File: config.mk
export PLATFORM = sky130hd
export DESIGN_NAME = hazard_unit
export DESIGN_NICKNAME = d
export VERILOG_FILES = /design/src/rtl/hazard_unit.sv
export SDC_FILE = /design/constraint.sdc
export NUM_CORES = 1
export LEC_CHECK = 0
export ABC_AREA = 1
export CORE_UTILIZATION = 34
export CTS_CLUSTER_DIAMETER = 100
export DETAILED_ROUTE_END_ITERATION = 7
export PLACE_DENSITY = 0.95
export SYNTH_ARGS = -nofsm -noshare
export SYNTH_HDL_FRONTEND = slang
export SYNTH_SLANG_ARGS = --single-unit
File: constraint.sdc
create_clock -name clk -period 1.76 [get_ports clk]
set_input_delay 0.176 -clock clk [delete_from_list [all_inputs] [get_ports clk]]
set_output_delay 0.176 -clock clk [all_outputs]
set_load 0.05 [all_outputs]
File: src/rtl/hazard_unit.sv
// hazard_unit: stall, flush and forwarding control for the 5-stage ARM pipeline.
// Define HAZARD_PERF_EN to build the saturating stall/flush/forward performance counters.
module hazard_unit #(
  parameter int unsigned WDOG_MAX = 4,
  parameter int unsigned CNT_W    = 16
) (
  input  logic             clk,
  input  logic             reset,
  input  logic [3:0]       RA1D,
  input  logic [3:0]       RA2D,
  input  logic [3:0]       RA1E,
  input  logic [3:0]       RA2E,
  input  logic [3:0]       WA3E,
  input  logic [3:0]       WA3M,
  input  logic [3:0]       WA3W,
  input  logic             RegWriteM,
  input  logic             RegWriteW,
  input  logic             MemtoRegE,
  input  logic             PCWrPending,
  input  logic             PCSrcW,
  input  logic             BranchTakenE,
  input  logic             perf_clr,
  output logic [1:0]       ForwardAE,
  output logic [1:0]       ForwardBE,
  output logic             StallF,
  output logic             StallD,
  output logic             FlushD,
  output logic             FlushE,
  output logic [1:0]       state_o,
  output logic             hazard_err,
  output logic [CNT_W-1:0] stall_cnt,
  output logic [CNT_W-1:0] flush_cnt,
  output logic [CNT_W-1:0] fwd_cnt
);

  localparam int unsigned     WDOG_W    = (WDOG_MAX > 1) ? $clog2(WDOG_MAX) : 1;
  localparam logic [WDOG_W-1:0] WDOG_LAST = WDOG_W'(WDOG_MAX - 1);
  localparam logic [3:0]      PC_REG    = 4'd15;

  typedef enum logic [1:0] {
    RUN     = 2'b00,
    LDSTALL = 2'b01,
    PCDRAIN = 2'b10
  } state_t;

  state_t            state;
  logic [WDOG_W-1:0] wdog;
  logic              ldrStall;

  // Memory stage wins over writeback; the PC is never a forwarding source.
  function automatic logic [1:0] fwdSel(input logic [3:0] ra, input logic [3:0] waM,
                                        input logic [3:0] waW, input logic rwM,
                                        input logic rwW);
    logic [1:0] sel;
    sel = 2'b00;
    if (ra != PC_REG) begin
      if (rwM && (ra == waM))      sel = 2'b10;
      else if (rwW && (ra == waW)) sel = 2'b01;
    end
    return sel;
  endfunction

  // Zero-latency pipeline controls; reset holds D/E flushed and nothing stalled.
  always_comb begin
    ldrStall  = MemtoRegE & ((RA1D == WA3E) | (RA2D == WA3E));
    ForwardAE = 2'b00;
    ForwardBE = 2'b00;
    StallF    = 1'b0;
    StallD    = 1'b0;
    FlushD    = 1'b1;
    FlushE    = 1'b1;
    if (reset) begin
      ForwardAE = fwdSel(RA1E, WA3M, WA3W, RegWriteM, RegWriteW);
      ForwardBE = fwdSel(RA2E, WA3M, WA3W, RegWriteM, RegWriteW);
      StallD    = ldrStall;
      StallF    = ldrStall | PCWrPending;
      FlushD    = PCWrPending | PCSrcW | BranchTakenE;
      FlushE    = ldrStall | BranchTakenE;
    end
  end

  // Load-use / PC-drain tracker with drain watchdog and sticky error.
  always_ff @(posedge clk) begin
    if (!reset) begin
      state      <= RUN;
      wdog       <= '0;
      hazard_err <= 1'b0;
    end else begin
      unique case (state)
        RUN: begin
          if (BranchTakenE) begin
            state <= RUN;
          end else if (PCWrPending) begin
            state <= PCDRAIN;
            wdog  <= '0;
          end else if (ldrStall) begin
            state <= LDSTALL;
          end
        end
        LDSTALL: begin
          state <= RUN;
          if (ldrStall) hazard_err <= 1'b1;
        end
        PCDRAIN: begin
          if (PCSrcW) begin
            state <= RUN;
          end else if (wdog == WDOG_LAST) begin
            hazard_err <= 1'b1;
            state      <= RUN;
          end else begin
            wdog <= wdog + WDOG_W'(1);
          end
        end
        default: state <= RUN;
      endcase
    end
  end

  assign state_o = state;

`ifdef HAZARD_PERF_EN
  localparam logic [CNT_W-1:0] CNT_MAX = '1;
  logic fwdEvent;
  assign fwdEvent = (ForwardAE != 2'b00) | (ForwardBE != 2'b00);

  // Saturating event counters; clear beats increment.
  always_ff @(posedge clk) begin
    if (!reset || perf_clr) begin
      stall_cnt <= '0;
      flush_cnt <= '0;
      fwd_cnt   <= '0;
    end else begin
      if (StallD && (stall_cnt != CNT_MAX)) stall_cnt <= stall_cnt + CNT_W'(1);
      if (FlushE && (flush_cnt != CNT_MAX)) flush_cnt <= flush_cnt + CNT_W'(1);
      if (fwdEvent && (fwd_cnt != CNT_MAX)) fwd_cnt   <= fwd_cnt + CNT_W'(1);
    end
  end
`else
  logic unusedPerfClr;
  assign unusedPerfClr = perf_clr;
  assign stall_cnt     = '0;
  assign flush_cnt     = '0;
  assign fwd_cnt       = '0;
`endif

endmodule

; After elaboration in Yosys (flattened, before gate mapping)
; Cells that the tools add are included.
[word_totals]
ff_bits = 5
input_bits = 37
output_inout_bits = 59
wordCells = 66
[op_classes]
addsub = 1
n_eq_ne = 19
n_mux = 27
bitwise_logic = 6
reduce_logical = 10
[op_table]
columns = cell, n
row1 = two-way mux 2 bit, 15
row2 = equality test 4 bit, 6
row3 = != test 2 bit (second input constant), 6
row4 = != test 4 bit (second input constant), 3
row5 = two-way mux 1 bit, 9
row6 = case mux 2 bit (2 select lines), 2
row7 = OR 1 bit, 5
row8 = AND reduction 5 bit, 1
row9 = equality test 2 bit (second input constant), 2
row10 = logical AND 1 bit, 4
row11 = AND reduction 4 bit, 1
row12 = nonzero test 2 bit, 2
row13 = != test 3 bit (second input constant), 1
row14 = adder 2 x 1 -> 2 bit (second input constant), 1
row15 = equality test 2 x 1 -> 1 bit (second input constant), 1
row16 = logical NOT 2 bit, 1
row17 = case mux 1 bit (2 select lines), 1
row18 = AND reduction 2 bit, 1
row19 = AND 1 bit, 1

; Depth between registers and ports, before layout
; Gate-level depths: netlist of run 1.
[logic_depth]
ltp_word = 7
ltp_mapped = 10

; Least setup slack after synthesis of run 1
; Ideal clock, no wire load.
[synth_timing]
path_type = input to output
start = in WA3E[0]
end = out StallF
arrival_ns = 1.344
required_ns = 1.584
slack_ns = 0.240
cell_stages = 8
path_cell_list = inv_1 nand2_1 nand2_1 nor2_1 nand2_1 nand2_2 nand2_4 a21oi_1
[synth_via]
elab_chain_len = 5
elab_cells_between_ends = 6
[synth_lines]
columns = item, line_no
row1 = "start, declared", 13  ; input logic [3:0] WA3E,
row2 = equality test 4 bit, 65  ; ldrStall = MemtoRegE & ((RA1D == WA3E) | (RA2D == WA3E));
row3 = OR 1 bit *, 65
row4 = AND 1 bit *, 65
row5 = OR 1 bit *, 76  ; StallF = ldrStall | PCWrPending;
row6 = two-way mux 1 bit *, 72  ; if (reset) begin
row7 = "end, declared", 25  ; output logic StallF,
; Mark *: on every way between the ends. The rest lies on a longest branch, timed or not.

; Final worst setup path of run 1
[layout_timing]
start = in RA1D[3]
end = out StallD
[layout_via]
elab_chain_len = 4
[layout_lines]
columns = item, line_no
row1 = "start, declared", 9  ; input logic [3:0] RA1D,
row2 = equality test 4 bit, 65
row3 = OR 1 bit, 65
row4 = AND 1 bit, 65
row5 = two-way mux 1 bit, 72
row6 = "end, declared", 26  ; output logic StallD,
; No other way between the ends.

==> run metrics, run 1 <==
Synth top area share 0.337; initial antenna violation count 0; GP Congestion 0.835; Final Hold Fails 0; DR WL/cell 8.56 microns; Netlist cell types 26; Area Overhead vs Synth 44.7%; crit-path max FO 4; post-route design area 1550 sq um; DP HPWL 2090 microns; Avg Inst Size Synth 5.85 sq um; Warnings, synthesis 0; largest family of logic cells by synthesized area buffers and inverters; complex-gate fraction of the synthesized area 0.0982; Die ar. 3370 sq um; Fin Hold WS 0.516 ns; DR top layer met4; status finished clean; Ant. Diodes 0; Critical Path Start Type input pin; num rows 19; final total power 0.000757 W; vias 1126; placed cell count 272; Max-Cap Viols 0; drt drc 0; hold buffers post-CTS 0; Post-Synth Adder-Cell Area 0.0117; Rel. slew slack 0.662; critical path type input pin to output pin; grt total ovfl 0; post-synthesis xor/xnor area fraction 0.0491; iteration-0 DRC count of the detailed router 19; Max clock buf depth 2; Port Buffers 46; WP data required 1.58 ns; final-report setup violation count 0; Crit. End Element output pin; clock sink total 5; core area 2880 sq um; routed wl met3 120 microns; I/O pins 96; pin count of the biggest net entering global routing 7; Hold Crit Class register to register; # nets final 274; post-place instance area 1490 sq um; register bit total from synthesis 5; DR pass1 iterations 4; Clock Tree Root clkbuf_4; vias per inst 4.06; min Tclk post-route 1.70 ns; Post-Synthesis Cells 183; Peak Freq 588 MHz; met1 WL 860 microns; first-pass GRT wire length 3670 microns; H-tree depth 1; Worst-Skew Late Latency 0.24 ns; final wirelength 2370 microns; GRT Overall Usage 0.137; simple logic cell fraction of the synthesized area 0.305; met2 routed WL 1310 microns; TritonCTS buffer count 3; Die Span Y 58.1 microns; Post-DRT Antenna Nets 0; measured slew at the worst slew-check pin 0.505 ns; multiplexer area fraction after synthesis 0; vias in the first global route 934; Mapped Area 1070 sq um; Setup Skew 0.00195 ns; WP data arrival 1.53 ns; Worst-path clk slew 0.04 ns; RSZ-0062 raised after global routing yes; final non-filler cell total 277; post-route clock period utilization 0.967; area leader, netlist buf_4; Pwr Density 489 nW/um^2; initial core utilization 0.372; leakage 0.884 nW; Max IR drop VDD 0.000669 V; Die Wd 58.1 microns; final number of max-transition violations 0; share of cells above drive strength 1 0.111; sequential fraction of the synthesis area 0.0936; Synth area leaders buf_4 (34%), nand2_1 (15%), dfxtp_1 (9.4%), inv_1 (9.1%), nor2_1 (6.3%); CTS tree yes
## cells in the final DEF (no fill, tap or decap), types with 2 or more instances in the layout
cell type and n:
a21oi_1 4, buf_12 8, buf_4 3, clkbuf_4 3, clkdlybuf4s50_1 32, conb_1 48
dfxtp_1 5, dlymetal6s2s_1 5, inv_1 25, inv_2 4, nand2_1 43, nand3_1 2
nand4_1 5, nor2_1 16, nor2_2 3, o21ai_0 3, o21ai_1 4, o22ai_1 3
xnor2_1 2, xor2_1 4
## per-stage QoR
stage	setup TNS [ns]	worst slack, ns	utilization
after floorplan	0	0.240	-
after global placement	0	0.0325	0.519
after detailed placement	0	0.00339	0.519
after CTS	0	0.0389	0.529
after global routing	-0.0144	-0.0144	0.538
final	0	0.0585	0.538
## worst paths after layout
check                from  endpoint  slack (ns)  cells after the start
setup / recovery  RA1D[3]    StallD        0.06                     11
hold / removal    wdog[1]   wdog[1]        0.52                      2
setup reg to reg  wdog[0]   wdog[1]        0.61                      7
hold reg to reg   wdog[1]   wdog[1]        0.52                      2
## layout make-up
cell class              count  area, sq um
multi-input cells         148          686
fillers                   266         1330
repair buffers             49          574
well taps                  42         52.6
flip-flops and latches      5          100
inverters                  29          109
clock buffers               4         26.3
## power breakdown
group          internal, W  switching (W)  total (W)  leakage, nW
clock network    0.0000854      0.0000423   0.000128       0.0150
registers         0.000121     0.00000591   0.000127       0.0409
logic             0.000143       0.000360   0.000503        0.828
## cells in the mapped netlist
cell,number
nand2_4,1
inv_1,26
nand3_1,2
o21ai_1,4
buf_4,48
o221ai_1,1
o211a_1,1
xor2_1,4
o22ai_1,3
nor2_1,18
o211ai_1,1
nor4_1,1
nand3_2,1
nand2_1,43
nor3_1,1
a21oi_1,5
nor2_2,1
o21ai_0,3
dfxtp_1,5
xnor2_1,2
ha_1,1
conb_1,1
nor2_4,1
nand4_1,5
nand2_2,1
inv_2,3
## critical path: stages
cell             delay, ns
clkdlybuf4s50_1       0.48
inv_1                 0.04
nand2_1               0.05
nand2_1               0.04
nor2_1                0.11
nand2_1               0.07
nand2_2               0.08
nand2_4               0.06
buf_4                 0.14
nor2_4                0.13
buf_12                0.15
## per-layer routing
layer  GRT usage  up-vias
li1            -      576
met1       0.134      482
met2       0.274       60
met3      0.0179        8
met4      0.0714        0
met5           0        -
## logic make-up (layout without fill, tap and decap cells)
| group | after synthesis | count (layout) |
|---|---|---|
| buf+inv | 77 | 82 |
| simple gates | 75 | 75 |
| compound gates | 18 | 18 |
| xor+xnor | 6 | 6 |
| flops | 5 | 5 |
| fa+ha+maj | 1 | 1 |
| other cells | 1 | 48 |
## flip-flops by register name, summed over array words and instances (netlist names)
register    count
hazard_err      1
state_o         2
wdog            2
## repair_timing
| action | CTS | global route |
|---|---|---|
| resized for setup | 2 | 8 |
| pin swaps | 0 | 5 |
| setup endpoints to repair | 2 | 4 |
| setup buffers | 0 | 1 |
Power figures use the tool's default switching activity.
==> run 2: changes to the inputs <==
--- a/config.mk
+++ b/config.mk
@@ -5,8 +5,7 @@
 export SDC_FILE = /design/constraint.sdc
 export NUM_CORES = 1
 export LEC_CHECK = 0
-export ABC_AREA = 1
-export CORE_UTILIZATION = 34
+export CORE_UTILIZATION = 32
 export CTS_CLUSTER_DIAMETER = 100
 export DETAILED_ROUTE_END_ITERATION = 7
 export PLACE_DENSITY = 0.95
==> run metrics, run 2 <==
final core utilization 0.562 (+0.0244); Die Span Y 56.9 microns (-2.0%); vias per inst 4.26 (+4.7%); Max clock buf depth 2 (unchanged); leakage 0.802 nW (-9.2%); RSZ-0062 raised after global routing yes; Logic pwr share 0.650 (-0.014); most common cell after layout, fill and taps aside conb_1; vias in the first global route 888 (-4.9%); Final Hold Fails 0 (unchanged); number of synthesized flops with an enable pin 0 (unchanged); Warnings, synthesis 0 (unchanged); Max IR drop VDD 0.000168 V (-75%); core area 2810 sq um (-2.5%); Post-Synthesis Cells 124 (-32%); final-report setup violation count 1 (+1); Die Wd 56.9 microns (-2.0%); vias 941 (-16%); Rel. slew slack 0.665 (+0.00306); share of cells above drive strength 1 0.232 (+0.121); I/O pins 96 (unchanged); final total power 0.000762 W (+0.65%); failing checks DRC, setup timing; measured slew at the worst slew-check pin 0.500 ns (-0.00457 ns); Avg Inst Size Synth 7.78 sq um (+33%); # nets final 229 (-16%); WP data required 1.58 ns (about the same); Peak Freq 565 MHz (-3.8%); Synth area leaders buf_4 (37%), xor2_1 (13%), dfxtp_1 (10%), xnor2_1 (7.3%), nor4_2 (3.9%); worst setup margin -0.00883 ns (-0.0673 ns); GP Congestion 0.797 (-4.6%); Post-DRT Antenna Nets 0 (unchanged); R2R Path Start wdog[0]; sequential fraction of the synthesis area 0.104 (+0.0102); DR WL/cell 11.5 microns (+35%); final non-filler cell total 221 (-20%); Clock Tree Root clkbuf_4; Synth top area share 0.374 (+0.0367); status finished with violations; min-delay src reset; internal power 0.000352 W (+0.82%); Crit. End Element output pin; Port Buffers 46 (unchanged); Pwr Density 483 nW/um^2 (-1.3%); area leader, netlist buf_4; pin count of the biggest net entering global routing 8 (+1); Netlist cell types 28 (+7.7%); crit path from RA1D[2]; commonest cells in the synthesized netlist buf_4 (48), xor2_1 (14), nor2_1 (8), xnor2_1 (8), dfxtp_1 (5); post-route clock period utilization 1.01 (+0.0382); initial core utilization 0.344 (-0.0280); Setup Skew 0.00606 ns (+0.00410 ns); TritonCTS buffer count 3 (unchanged); count leader, synth buf_4; DR pass1 iterations 8 (+4); fraction of registers with async set or reset after synthesis 0 (unchanged); min Tclk post-route 1.77 ns (+0.0673 ns); most frequent cells in the layout conb_1 (48), clkdlybuf4s50_1 (20), buf_4 (17), xor2_1 (13), dlymetal6s2s_1 (11); Fin Hold WS 0.319 ns (-0.197 ns); Critical Path Start Type input pin; critical path type input pin to output pin; placed cell count 213 (-22%); Mapped Area 965 sq um (-9.8%); Die ar. 3240 sq um (-4.0%); Max-Cap Viols 0 (unchanged); ys flop type dfxtp_1; Worst-Skew Late Latency 0.26 ns (+0.02 ns); Area Overhead vs Synth 63.6%; drt drc 13 (+13); post-place instance area 1450 sq um (-3.2%); clock network fraction of design power 0.194 (+0.025); CTS tree yes; clock sink total 5 (unchanged); Worst-path clk slew 0.04 ns (about the same); final number of max-transition violations 0 (unchanged); Sequential Power Share 0.156 (-0.012); iteration-0 DRC count of the detailed router 35 (+16); Net Sw Frac 0.538 (-0.000788); Ant. Diodes 0 (unchanged); initial antenna violation count 0 (unchanged); sw power 0.000410 W (+0.50%); num rows 19 (unchanged); first-pass GRT wire length 3800 microns (+3.6%); GRT Overall Usage 0.154 (+0.0167); register bit total from synthesis 5 (unchanged); final wirelength 2550 microns (+7.7%); post-route design area 1580 sq um (+1.9%); DP HPWL 2040 microns (-2.3%); H-tree depth 1 (unchanged); hold buffers post-CTS 0 (unchanged); WP data arrival 1.59 ns (+0.06 ns); grt total ovfl 0 (unchanged); crit-path max FO 4 (unchanged); Hold Crit Class input pin to register
run 2: worst paths after layout:
check / cells past startpoint / slack [ns] / to
worst max-delay path: 6 / -0.009 / StallF
worst min-delay path: 3 / 0.32 / state_o[1]
worst max register to register: 5 / 0.25 / wdog[0]
worst min register to register: 1 / 0.50 / state_o[0]
run 2: final cells by class:
cell class	count	area, sq um
multi-input combinational	115	719
sequential	5	100
tap	31	38.8
timing repair buffer	63	682
inverter	3	11.3
fill	240	1230
clock buffer	4	26.3
run 2: per-layer routing:
metal  GRT usage  wire length (microns)
met1       0.141                    804
met2       0.303                   1540
met3      0.0484                    157
met4      0.0697                     50
met5           0                      0
run 2: critical path, stage by stage:
cell and delay [ns]:
clkdlybuf4s50_1 0.42, xor2_1 0.16, nor4_2 0.33, o21ai_2 0.15, a21oi_2 0.21, buf_12 0.16
run 2: cell families after synthesis:
logic type	Yosys count	synth area share
muxes	2	0.0208
other	1	0.00389
AOI/OAI and AO/OA	7	0.0506
DFF	5	0.104
adders and majority gates	1	0.0130
xor gates and xnor gates	22	0.200
and+or+nand+nor	35	0.223
buffers and inverters	51	0.385
run 2: what timing repair did:
| action | CTS | global route |
|---|---|---|
| gates resized for setup | 13 | 15 |
| setup endpoints to repair | 7 | 8 |
| hold endpoints to repair | 0 | 0 |
| buffers inserted | 2 | 2 |
| gates cloned | 0 | 0 |
| pin swaps | 5 | 11 |
run 2: power by group through the flow:
stage	Sequential, W	Combinational (W)	Clock, W
after global routing	0.000119	0.000519	0.000164
after global placement	0.000120	0.000471	0
after floorplan	0.000125	0.000398	0
after detailed placement	0.000121	0.000479	0
after CTS	0.000118	0.000486	0.000155
final	0.000119	0.000496	0.000148
run 2: stage by stage:
| step | setup WS, ns | setup TNS, ns |
|---|---|---|
| after floorplan | 0.0760 | 0 |
| after global placement | -0.0509 | -0.120 |
| after detailed placement | -0.0785 | -0.301 |
| after CTS | 0.00765 | 0 |
| after global routing | -0.0773 | -0.0927 |
| final | -0.00883 | -0.00883 |
